`src/rtl/ultra_pkg.sv`:
```
// Shared types and default timing constants for the ultrasonic channel.
// Defaults assume a 27 MHz gclk.
package ultra_pkg;

  typedef enum logic [2:0] {
    ST_IDLE    = 3'd0,
    ST_FIRE    = 3'd1,
    ST_BLANK   = 3'd2,
    ST_LISTEN  = 3'd3,
    ST_DONE    = 3'd4,
    ST_HOLDOFF = 3'd5
  } seq_state_t;

  localparam int unsigned CNT_W_DEF        = 20;
  localparam int unsigned BLANK_CYC_DEF    = 27000;
  localparam int unsigned TIMEOUT_CYC_DEF  = 810000;
  localparam int unsigned HOLDOFF_CYC_DEF  = 270000;
  localparam int unsigned FIRE_MAX_CYC_DEF = 4096;

endpackage

```
`src/rtl/sync_edge.sv`:
```
// Two-flop synchronizer for an asynchronous level, followed by a
// rising-edge detector on the synchronized signal.
module sync_edge (
  input  logic gclk,
  input  logic rstn,
  input  logic d,
  output logic rise
);

  logic [2:0] sh;

  always_ff @(posedge gclk or negedge rstn) begin
    if (!rstn) begin
      sh <= 3'b000;
    end else begin
      sh <= {sh[1:0], d};
    end
  end

  assign rise = sh[1] & ~sh[2];

endmodule

```
`src/rtl/burst_sequencer.sv`:
```
// Measurement scheduler for one ultrasonic channel: fire, blank,
// listen for the echo, report time-of-flight in gclk cycles.
module burst_sequencer
  import ultra_pkg::*;
#(
  parameter int unsigned CNT_W        = CNT_W_DEF,
  parameter int unsigned BLANK_CYC    = BLANK_CYC_DEF,
  parameter int unsigned TIMEOUT_CYC  = TIMEOUT_CYC_DEF,
  parameter int unsigned HOLDOFF_CYC  = HOLDOFF_CYC_DEF,
  parameter int unsigned FIRE_MAX_CYC = FIRE_MAX_CYC_DEF
) (
  input  logic             gclk,
  input  logic             rstn,
  input  logic             start,
  input  logic             auto_en,
  input  logic             abort,
  input  logic             burst_finish,
  input  logic             echo_det,
  output logic             burst_en,
  output logic             burst_rstn,
  output logic             busy,
  output logic             tof_valid,
  output logic [CNT_W-1:0] tof_cycles,
  output logic             timeout,
  output logic             fire_err
);

  localparam logic [CNT_W-1:0] BLANK_LAST =
    CNT_W'(BLANK_CYC - 1);
  localparam logic [CNT_W-1:0] TMO_LAST =
    CNT_W'(TIMEOUT_CYC - 1);
  localparam logic [CNT_W-1:0] HOLD_LAST =
    CNT_W'(HOLDOFF_CYC - 1);
  localparam logic [CNT_W-1:0] FIRE_LAST =
    CNT_W'(FIRE_MAX_CYC - 1);

  seq_state_t       state;
  logic [CNT_W-1:0] cnt;
  logic [CNT_W-1:0] cnt_inc;
  logic [CNT_W-1:0] hcnt;
  logic             echo_rise;

  sync_edge u_echo (
    .gclk (gclk),
    .rstn (rstn),
    .d    (echo_det),
    .rise (echo_rise)
  );

  assign cnt_inc = (cnt == '1) ? cnt : cnt + 1'b1;

  always_ff @(posedge gclk or negedge rstn) begin
    if (!rstn) begin
      state      <= ST_IDLE;
      cnt        <= '0;
      hcnt       <= '0;
      burst_en   <= 1'b0;
      burst_rstn <= 1'b0;
      busy       <= 1'b0;
      tof_valid  <= 1'b0;
      tof_cycles <= '0;
      timeout    <= 1'b0;
      fire_err   <= 1'b0;
    end else begin
      tof_valid <= 1'b0;
      fire_err  <= 1'b0;
      if (abort) begin
        state      <= ST_IDLE;
        burst_en   <= 1'b0;
        burst_rstn <= 1'b0;
        busy       <= 1'b0;
      end else begin
        unique case (state)
          ST_IDLE: begin
            if (start | auto_en) begin
              state      <= ST_FIRE;
              cnt        <= '0;
              burst_en   <= 1'b1;
              burst_rstn <= 1'b1;
              busy       <= 1'b1;
            end
          end
          ST_FIRE: begin
            cnt <= cnt_inc;
            // a late finish skips blanking: it is already over
            if (burst_finish) begin
              state      <= (cnt >= BLANK_LAST) ?
                            ST_LISTEN : ST_BLANK;
              burst_en   <= 1'b0;
              burst_rstn <= 1'b0;
            end else if (cnt == FIRE_LAST) begin
              state      <= ST_IDLE;
              fire_err   <= 1'b1;
              burst_en   <= 1'b0;
              burst_rstn <= 1'b0;
              busy       <= 1'b0;
            end
          end
          ST_BLANK: begin
            cnt <= cnt_inc;
            if (cnt >= BLANK_LAST) begin
              state <= ST_LISTEN;
            end
          end
          ST_LISTEN: begin
            cnt <= cnt_inc;
            if (echo_rise) begin
              state      <= ST_DONE;
              tof_cycles <= cnt;
              timeout    <= 1'b0;
              tof_valid  <= 1'b1;
            end else if (cnt == TMO_LAST) begin
              state      <= ST_DONE;
              tof_cycles <= '1;
              timeout    <= 1'b1;
              tof_valid  <= 1'b1;
            end
          end
          ST_DONE: begin
            if (auto_en) begin
              state <= ST_HOLDOFF;
              hcnt  <= '0;
            end else begin
              state <= ST_IDLE;
              busy  <= 1'b0;
            end
          end
          ST_HOLDOFF: begin
            if (hcnt == HOLD_LAST) begin
              if (auto_en) begin
                state      <= ST_FIRE;
                cnt        <= '0;
                burst_en   <= 1'b1;
                burst_rstn <= 1'b1;
              end else begin
                state <= ST_IDLE;
                busy  <= 1'b0;
              end
            end else begin
              hcnt <= hcnt + 1'b1;
            end
          end
          default: begin
            state      <= ST_IDLE;
            burst_en   <= 1'b0;
            burst_rstn <= 1'b0;
            busy       <= 1'b0;
          end
        endcase
      end
    end
  end

endmodule

```
`config.mk`:
```
export PLATFORM = sky130hd
export DESIGN_NAME = burst_sequencer
export DESIGN_NICKNAME = d
export VERILOG_FILES = /design/src/rtl/ultra_pkg.sv /design/src/rtl/sync_edge.sv /design/src/rtl/burst_sequencer.sv
export SDC_FILE = /design/constraint.sdc
export NUM_CORES = 1
export LEC_CHECK = 0
export CAP_MARGIN = 20
export CORE_UTILIZATION = 47
export DETAILED_ROUTE_END_ITERATION = 8
export GPL_TIMING_DRIVEN = 0
export PLACE_DENSITY = 0.72
export SYNTH_ARGS = -nofsm -noshare
export SYNTH_HDL_FRONTEND = slang
export SYNTH_HIERARCHICAL = 1
export SYNTH_SLANG_ARGS = --single-unit
```
`constraint.sdc`:
```
create_clock -name gclk -period 2.05 [get_ports gclk]
set_input_delay 0.615 -clock gclk [delete_from_list [all_inputs] [get_ports gclk]]
set_output_delay 0.615 -clock gclk [all_outputs]
set_load 0.01 [all_outputs]
```
==> results of run 1 <==
==> area by class of cell <==
type	instances	area [um2]
Fill cell	635	2820
Multi-Input combinational cell	287	2030
Sequential cell	71	1790
Timing Repair Buffer	60	577
Buffer	25	204
Clock buffer	12	145
Tap cell	102	128
Clock inverter	4	45.0
Inverter	7	31.3
==> worst reg2reg max path, stage by stage, from the launching register on <==
cell and delay [ns]:
dfrtp_1 0.38, buf_6 0.13, buf_4 0.14, or2_2 0.28, o31a_1 0.35, nor4_2 0.36, a21oi_1 0.15, o32a_1 0.19
==> per-stage QoR <==
stage          setup slack, ns  total power (uW)  utilization (%)  hold WS (ns)  setup TNS (ns)
5_1_grt                 -0.121              4820             63.7         0.361           -2.73
2_1_floorplan          -0.0523              2640                -         0.319          -0.327
4_1_cts                -0.0374              4500             61.1         0.354          -0.271
3_3_place_gp             -2.10              3140             55.0         0.334         -175.47
3_5_place_dp            -0.805              3170             54.9         0.336          -26.47
6_report               -0.0346              4590             63.7         0.355          -0.260
==> metal layers <==
layer	track usage, %	up-vias	share of wire, %	wire length [um]
met5	0	-	0	0
met4	7.42	0	1.5	153
met3	6.47	20	7.4	735
met2	37.7	131	48	4780
met1	34.0	1732	43	4330
li1	-	1585	-	-
==> report_power, final <==
part | total [uW] | switching [uW] | internal [uW]
combinational | 1780 | 913 | 864
clock | 1120 | 525 | 591
sequential | 1690 | 126 | 1570
total | 4590 | 1570 | 3020
==> repair_timing <==
item / 4_1_cts / 5_1_grt
setup buffers: 18 / 9
gates resized for setup: 40 / 42
pin swaps: 12 / 5
cloned: 0 / 2
endpoints found under the setup margin: 61 / 60
==> state kept, by name (all words and copies together) (netlist names) <==
| name | cells |
|---|---|
| burst_rstn | 1 |
| busy | 1 |
| cnt | 20 |
| fire_err | 1 |
| hcnt | 20 |
| state | 3 |
| timeout | 1 |
| tof_cycles | 20 |
| tof_valid | 1 |
| u_echo/sh | 3 |
==> final timing paths <==
path | from | end | depth (start not counted)
min in group asynchronous | rstn | hcnt[15]$_DFFE_PN0P_ | 1
min | u_echo/sh[0]$_DFF_PN0_ | u_echo/sh[1]$_DFF_PN0_ | 0
max in group asynchronous | rstn | cnt[11]$_DFFE_PN0P_ | 1
max | cnt[9]$_DFFE_PN0P_ | state[0]$_DFFE_PN0P_ | 7
max reg2reg | cnt[9]$_DFFE_PN0P_ | state[0]$_DFFE_PN0P_ | 7
min reg2reg | u_echo/sh[0]$_DFF_PN0_ | u_echo/sh[1]$_DFF_PN0_ | 0
==> cell families after synthesis <==
family	count (synthesis)
AOI/OAI and AO/OA	111
xor gates and xnor gates	14
adders and majority gates	2
buffers and inverters	35
DFF	71
and+or+nand+nor	160
==> cell usage in the layout (no fill, tap or decap), drive strengths merged, types with 2 or more instances in the layout <==
cell | netlist | layout
dfrtp | 71 | 71
buf | 14 | 41
nand2 | 39 | 39
nor2 | 36 | 36
o21ai | 31 | 31
clkdlybuf4s50 | 0 | 28
clkbuf | 14 | 27
o22a | 21 | 21
nand3 | 17 | 17
a21oi | 13 | 13
nor3 | 13 | 13
o31ai | 11 | 11
a31oi | 10 | 10
xnor2 | 9 | 9
nand4 | 9 | 9
and3 | 8 | 8
inv | 7 | 7
nor4 | 7 | 7
xor2 | 5 | 5
a41oi | 4 | 4
a211oi | 3 | 3
nand2b | 3 | 3
clkinv | 0 | 3
nor4b | 3 | 3
or4 | 3 | 3
nor3b | 3 | 3
a21o | 3 | 3
or2 | 3 | 3
nor2b | 3 | 3
and4 | 2 | 2
and3b | 2 | 2
or3 | 2 | 2
o31a | 2 | 2
o211ai | 2 | 2
o21a | 2 | 2
and2 | 2 | 2
ha | 2 | 2
==> results.yml, run 1 <==
synth:
  muxShareOfSynthArea_pct: 0
  async_reset_ff_share_pct: 100
  synth_fa_ha_area_share_pct: 0.656
  synth_cells: 393
  syn_nets: 402
  synth-seq-area-share_pct: 46.6
  synth_top_family_by_area: "simple AND/OR/NAND/NOR gates"
  synthTopCellsByArea: "dfrtp_1 47%, o22a_1 4.6%, nand2_1 3.7%"
  ys_types: 69
  yosys.area_share.simple_pct: 22.9
  avgSynthCellArea_um2: 9.70
  yosysTopAreaCell: "dfrtp_1"
  yosysWarningCount: 6
  synth_top_area_share_pct: 46.6
  synth_most_common_cell: "dfrtp_1"
  ys_seq_elements: 71
  synth_edf_count: 0
  synth_compound_area_share_pct: 21.7
  synth_xor_area_share_pct: 3.22
  synthFlopType: "dfrtp_1"
  synthesis.area_um2: 3810
  synthTopCellsByCount: "71 x dfrtp_1, 38 x nand2_1, 36 x nor2_1"
pwr:
  power-per-cell-area_nw_per_um2: 927
  p_leak_uw: 0.00210
  ir_worst_vdd_mv: 0.470
final_layout:
  nets: 470
  num_antenna_cells: 0
  drive_above_1_share_pct: 27.3
  syn2layout_area_growth_pct: 29.8
  final_area_um2: 4950
  final_cells: 568
grt:
  antenna_found_initial: 0
  gr-total-overflow: 0
  grt_pass1_wl_mm: 16.3
  globalRouteTotalUtil_pct: 24.5
  grt_max_degree: 72
  grt_pass1_vias: 3319
setup_path:
  crit_type: "register to register"
  rrSetupSlack_ns: -0.03
  cpPeakStageDelay_ns: 0.38
  cp_slowest_cell: "dfrtp_1"
  crit_buf_inv: 2
  crit_chain: "buf_6, buf_4, or2_2, o31a_1, nor4_2, a21oi_1, o32a_1"
  start_kind: "register"
  cp_top_family: "compound AO/OA/AOI/OAI gates"
  worstPathRequired_ns: 2.29
  crit_arrival_ns: 2.32
  critPathMaxFanout: 5
  end_kind: "register"
timing:
  rsz0062_at_grt: "yes"
  min_period_ns: 2.08
  finClkSkew_ns: 0.00891
  setup_slack_ns: -0.0346
  timing.final.crit_share_pct: 102
  clock.fmax_ghz: 0.480
  relSlewSlack_pct: 40.2
  setup_viol: 19
  slew_viol_final: 0
  hold_violations: 0
  tightest_slew_ns: 0.897
die:
  die_w_um: 92.1
  io_pins: 33
  rows: 32
  core-area_um2: 7770
  die_h_um: 92.1
  initial_core_util_pct: 49.1
  die-area_um2: 8480
drt:
  finalWirelength_mm: 10.0
  first_iter_violations: 218
  first_pass_iters: 6
  ant_nets: 0
  viasPerCell: 6.11
  wl_per_cell_um: 17.6
  drc: 0
  vias: 3468
placed_design:
  gp_congestion: 0.885
  dp_hpwl_mm: 6.12
  dpl_cell_area_um2: 4270
  place_inst: 526
  io_buffers: 31
worst_hold_path:
  hold_class: "register to register"
run:
  drv_cap: 0
clock_network:
  clk-insertion-delay-late_ns: 0.35
  cts_buffer_depth: 2
  clkTransAtPathRegs_ns: 0.07
  clock_sinks: 71
  numCtsBuffers: 9
  h-tree-depth: 3
  cts_tree: "yes"
  cts_hold_buf: 0
  cts-root-buf: "clkbuf_8"
outcome:
  violations: "setup timing"
  status: "complete, but fails checks"
Power figures use the tool's default switching activity.
==> run 2: changes to the inputs <==
--- a/config.mk
+++ b/config.mk
@@ -6,9 +6,9 @@
 export NUM_CORES = 1
 export LEC_CHECK = 0
 export CAP_MARGIN = 20
+export CORE_MARGIN = 3
 export CORE_UTILIZATION = 47
 export DETAILED_ROUTE_END_ITERATION = 8
-export GPL_TIMING_DRIVEN = 0
 export PLACE_DENSITY = 0.72
 export SYNTH_ARGS = -nofsm -noshare
 export SYNTH_HDL_FRONTEND = slang
==> constraint.sdc (replaced) <==
create_clock -name gclk -period 2.05 [get_ports gclk]
set_input_delay 0.615 -clock gclk [delete_from_list [all_inputs] [get_ports gclk]]
set_output_delay 0.615 -clock gclk [all_outputs]
set_load 0.02 [all_outputs]
==> run 2 against run 1 <==
  * The run still ends with setup timing left
  * Critical path depth increased by 1
  * Combinational power increased by 6%
  * Maximum frequency decreased by 2.7%
  * Worst hold slack got worse by 0.082 ns
  * Sequential share of layout area decreased by 1.4 points
  * Count of clock-buffer cells in the layout unchanged
  * Core utilization increased by 1.8 points
  * Clock power increased by 7%
  * Sequential power about the same
  * Routed wire length increased by 3.2%
  * Critical path type unchanged
  * Largest cell class unchanged
==> results.yml, run 2 (synthesized netlist as in run 1, its figures left out) <==
outcome:
  status: "complete, but fails checks"
  violations: "setup timing"
setup_path:
  crit_chain: "ha_4, and3_4, nand4_4, or4_4, buf_6, a31oi_4, o21ai_1, o31ai_1"
  worstPathRequired_ns: 2.28
  start_kind: "register"
  cpPeakStageDelay_ns: 0.64
  crit_arrival_ns: 2.38
  cp_slowest_cell: "or4_4"
  crit_type: "register to register"
  critPathMaxFanout: 8
  end_kind: "register"
drt:
  viasPerCell: 5.88
  wl_per_cell_um: 17.2
  drc: 0
  first_iter_violations: 302
  highest_layer: "met4"
  met3_length_um: 584
  wl_met1_mm: 4.60
  ant_nets: 0
  finalWirelength_mm: 10.3
  first_pass_iters: 5
  wl_met2_mm: 4.94
  vias: 3522
final_layout:
  nets: 501
  syn2layout_area_growth_pct: 34.2
  drive_above_1_share_pct: 29.8
  final_common_cell: "buf_4"
  seq_area_um2: 1780
  layout_common_cells: "74 x buf_4, 70 x dfrtp_1, 38 x nand2_1, 35 x nor2_1, 29 x clkdlybuf4s50_1"
  n_fill_cell: 638
  multi_input_area_um2: 1990
  num_antenna_cells: 0
  reg_top3: "cnt x20, hcnt x20, tof_cycles x20"
grt:
  antenna_found_initial: 0
  globalRouteTotalUtil_pct: 23.0
  grt_pass1_wl_mm: 16.5
  gr-total-overflow: 0
  grt_pass1_vias: 3393
  grt_max_degree: 72
pwr:
  seqPwrFrac_pct: 35.7
  p_int_uw: 3170
  power-per-cell-area_nw_per_um2: 936
  combPwrFrac_pct: 39.3
  switching_share_pct: 33.8
  ir_worst_vdd_mv: 0.636
  finalPower_uw: 4790
  power.share.clock_pct: 25.0
  p_switching_uw: 1620
  p_leak_uw: 0.00220
timing:
  hold_violations: 0
  rsz0062_at_grt: "yes"
  clock.fmax_ghz: 0.467
  setup_viol: 9
  min_period_ns: 2.14
  setup_slack_ns: -0.0916
  finClkSkew_ns: 0.00611
  timing.final.crit_share_pct: 104
  tightest_slew_ns: 0.568
  slew_viol_final: 0
  relSlewSlack_pct: 62.1
die:
  core-area_um2: 7810
  rows: 32
  initial_core_util_pct: 48.8
  io_pins: 33
  die_h_um: 96.1
  die-area_um2: 9230
  die_w_um: 96.1
clock_network:
  clkTransAtPathRegs_ns: 0.07
  cts_buffer_depth: 2
  cts_tree: "yes"
  clk-insertion-delay-late_ns: 0.35
  h-tree-depth: 3
  numCtsBuffers: 9
  clock_sinks: 71
  cts-root-buf: "clkbuf_8"
placed_design:
  dp_hpwl_mm: 6.85
  io_buffers: 32
  gp_congestion: 0.875
  dp_slack_ns: -0.428
worst_hold_path:
  hold_class: "input port to asynchronous set/reset pin"
run:
  drv_cap: 0
==> run 2: final timing paths <==
kind | slack, ns | from | depth (start not counted) | endpoint
max | -0.09 | cnt[0]$_DFFE_PN0P_ | 8 | cnt[15]$_DFFE_PN0P_
min | 0.27 | rstn | 2 | hcnt[8]$_DFFE_PN0P_
max reg2reg | -0.09 | cnt[0]$_DFFE_PN0P_ | 8 | cnt[15]$_DFFE_PN0P_
min reg2reg | 0.35 | u_echo/sh[0]$_DFF_PN0_ | 0 | u_echo/sh[1]$_DFF_PN0_
max in group asynchronous | 1.44 | rstn | 2 | state[1]$_DFFE_PN0P_
min in group gclk | 0.35 | u_echo/sh[0]$_DFF_PN0_ | 0 | u_echo/sh[1]$_DFF_PN0_
==> run 2: layout make-up <==
type / count / share of cell area, %
multi-input cells: 287 / 38.9
flip-flops and latches: 71 / 34.7
repair buffers: 116 / 19.3
clock buffers: 12 / 2.64
well taps: 102 / 2.49
clock inverters: 4 / 1.37
inverters: 7 / 0.513
==> run 2: power by group through the flow <==
stage	combinational (uW)	clock [uW]	sequential, uW
floorplan	897	0	1840
global placement	1690	0	1720
detailed placement	1710	0	1730
CTS	1750	1220	1700
global route	2040	1290	1740
finish	1880	1200	1710
==> run 2: metrics by stage <==
| stage | cell area (um2) | util (%) | std cells | setup TNS, ns | hold WS [ns] |
|---|---|---|---|---|---|
| final | 5120 | 65.5 | 599 | -0.243 | 0.273 |
| after global routing | 5120 | 65.5 | 599 | -1.45 | 0.292 |
| after CTS | 4900 | 62.8 | 587 | 0 | 0.298 |
| after detailed placement | 4660 | 59.7 | 571 | -16.96 | 0.341 |
| after global placement | 4660 | 59.7 | 571 | -15.24 | 0.335 |
| after floorplan | 3830 | - | 393 | -0.327 | 0.319 |
==> run 2: critical path, delay by kind of cell, from the launching register on <==
kind / cells / cell delay (ns)
and+or+nand+nor: 3 / 0.95
adders and majority gates: 1 / 0.16
AOI/OAI and AO/OA: 3 / 0.33
buffers and inverters: 1 / 0.19
DFF: 1 / 0.39
==> run 2: timing repair <==
action,in CTS,in global routing
setup endpoints to repair,11,47
cloned,0,1
pin swaps,3,20
gates resized for setup,11,42
hold buffers,0,0
setup buffers,0,12
==> run 2: metal layers <==
layer	up-vias	GRT usage (%)
met3	23	5.39
met5	-	0
met4	0	7.58
li1	1643	-
met1	1735	32.3
met2	121	34.9
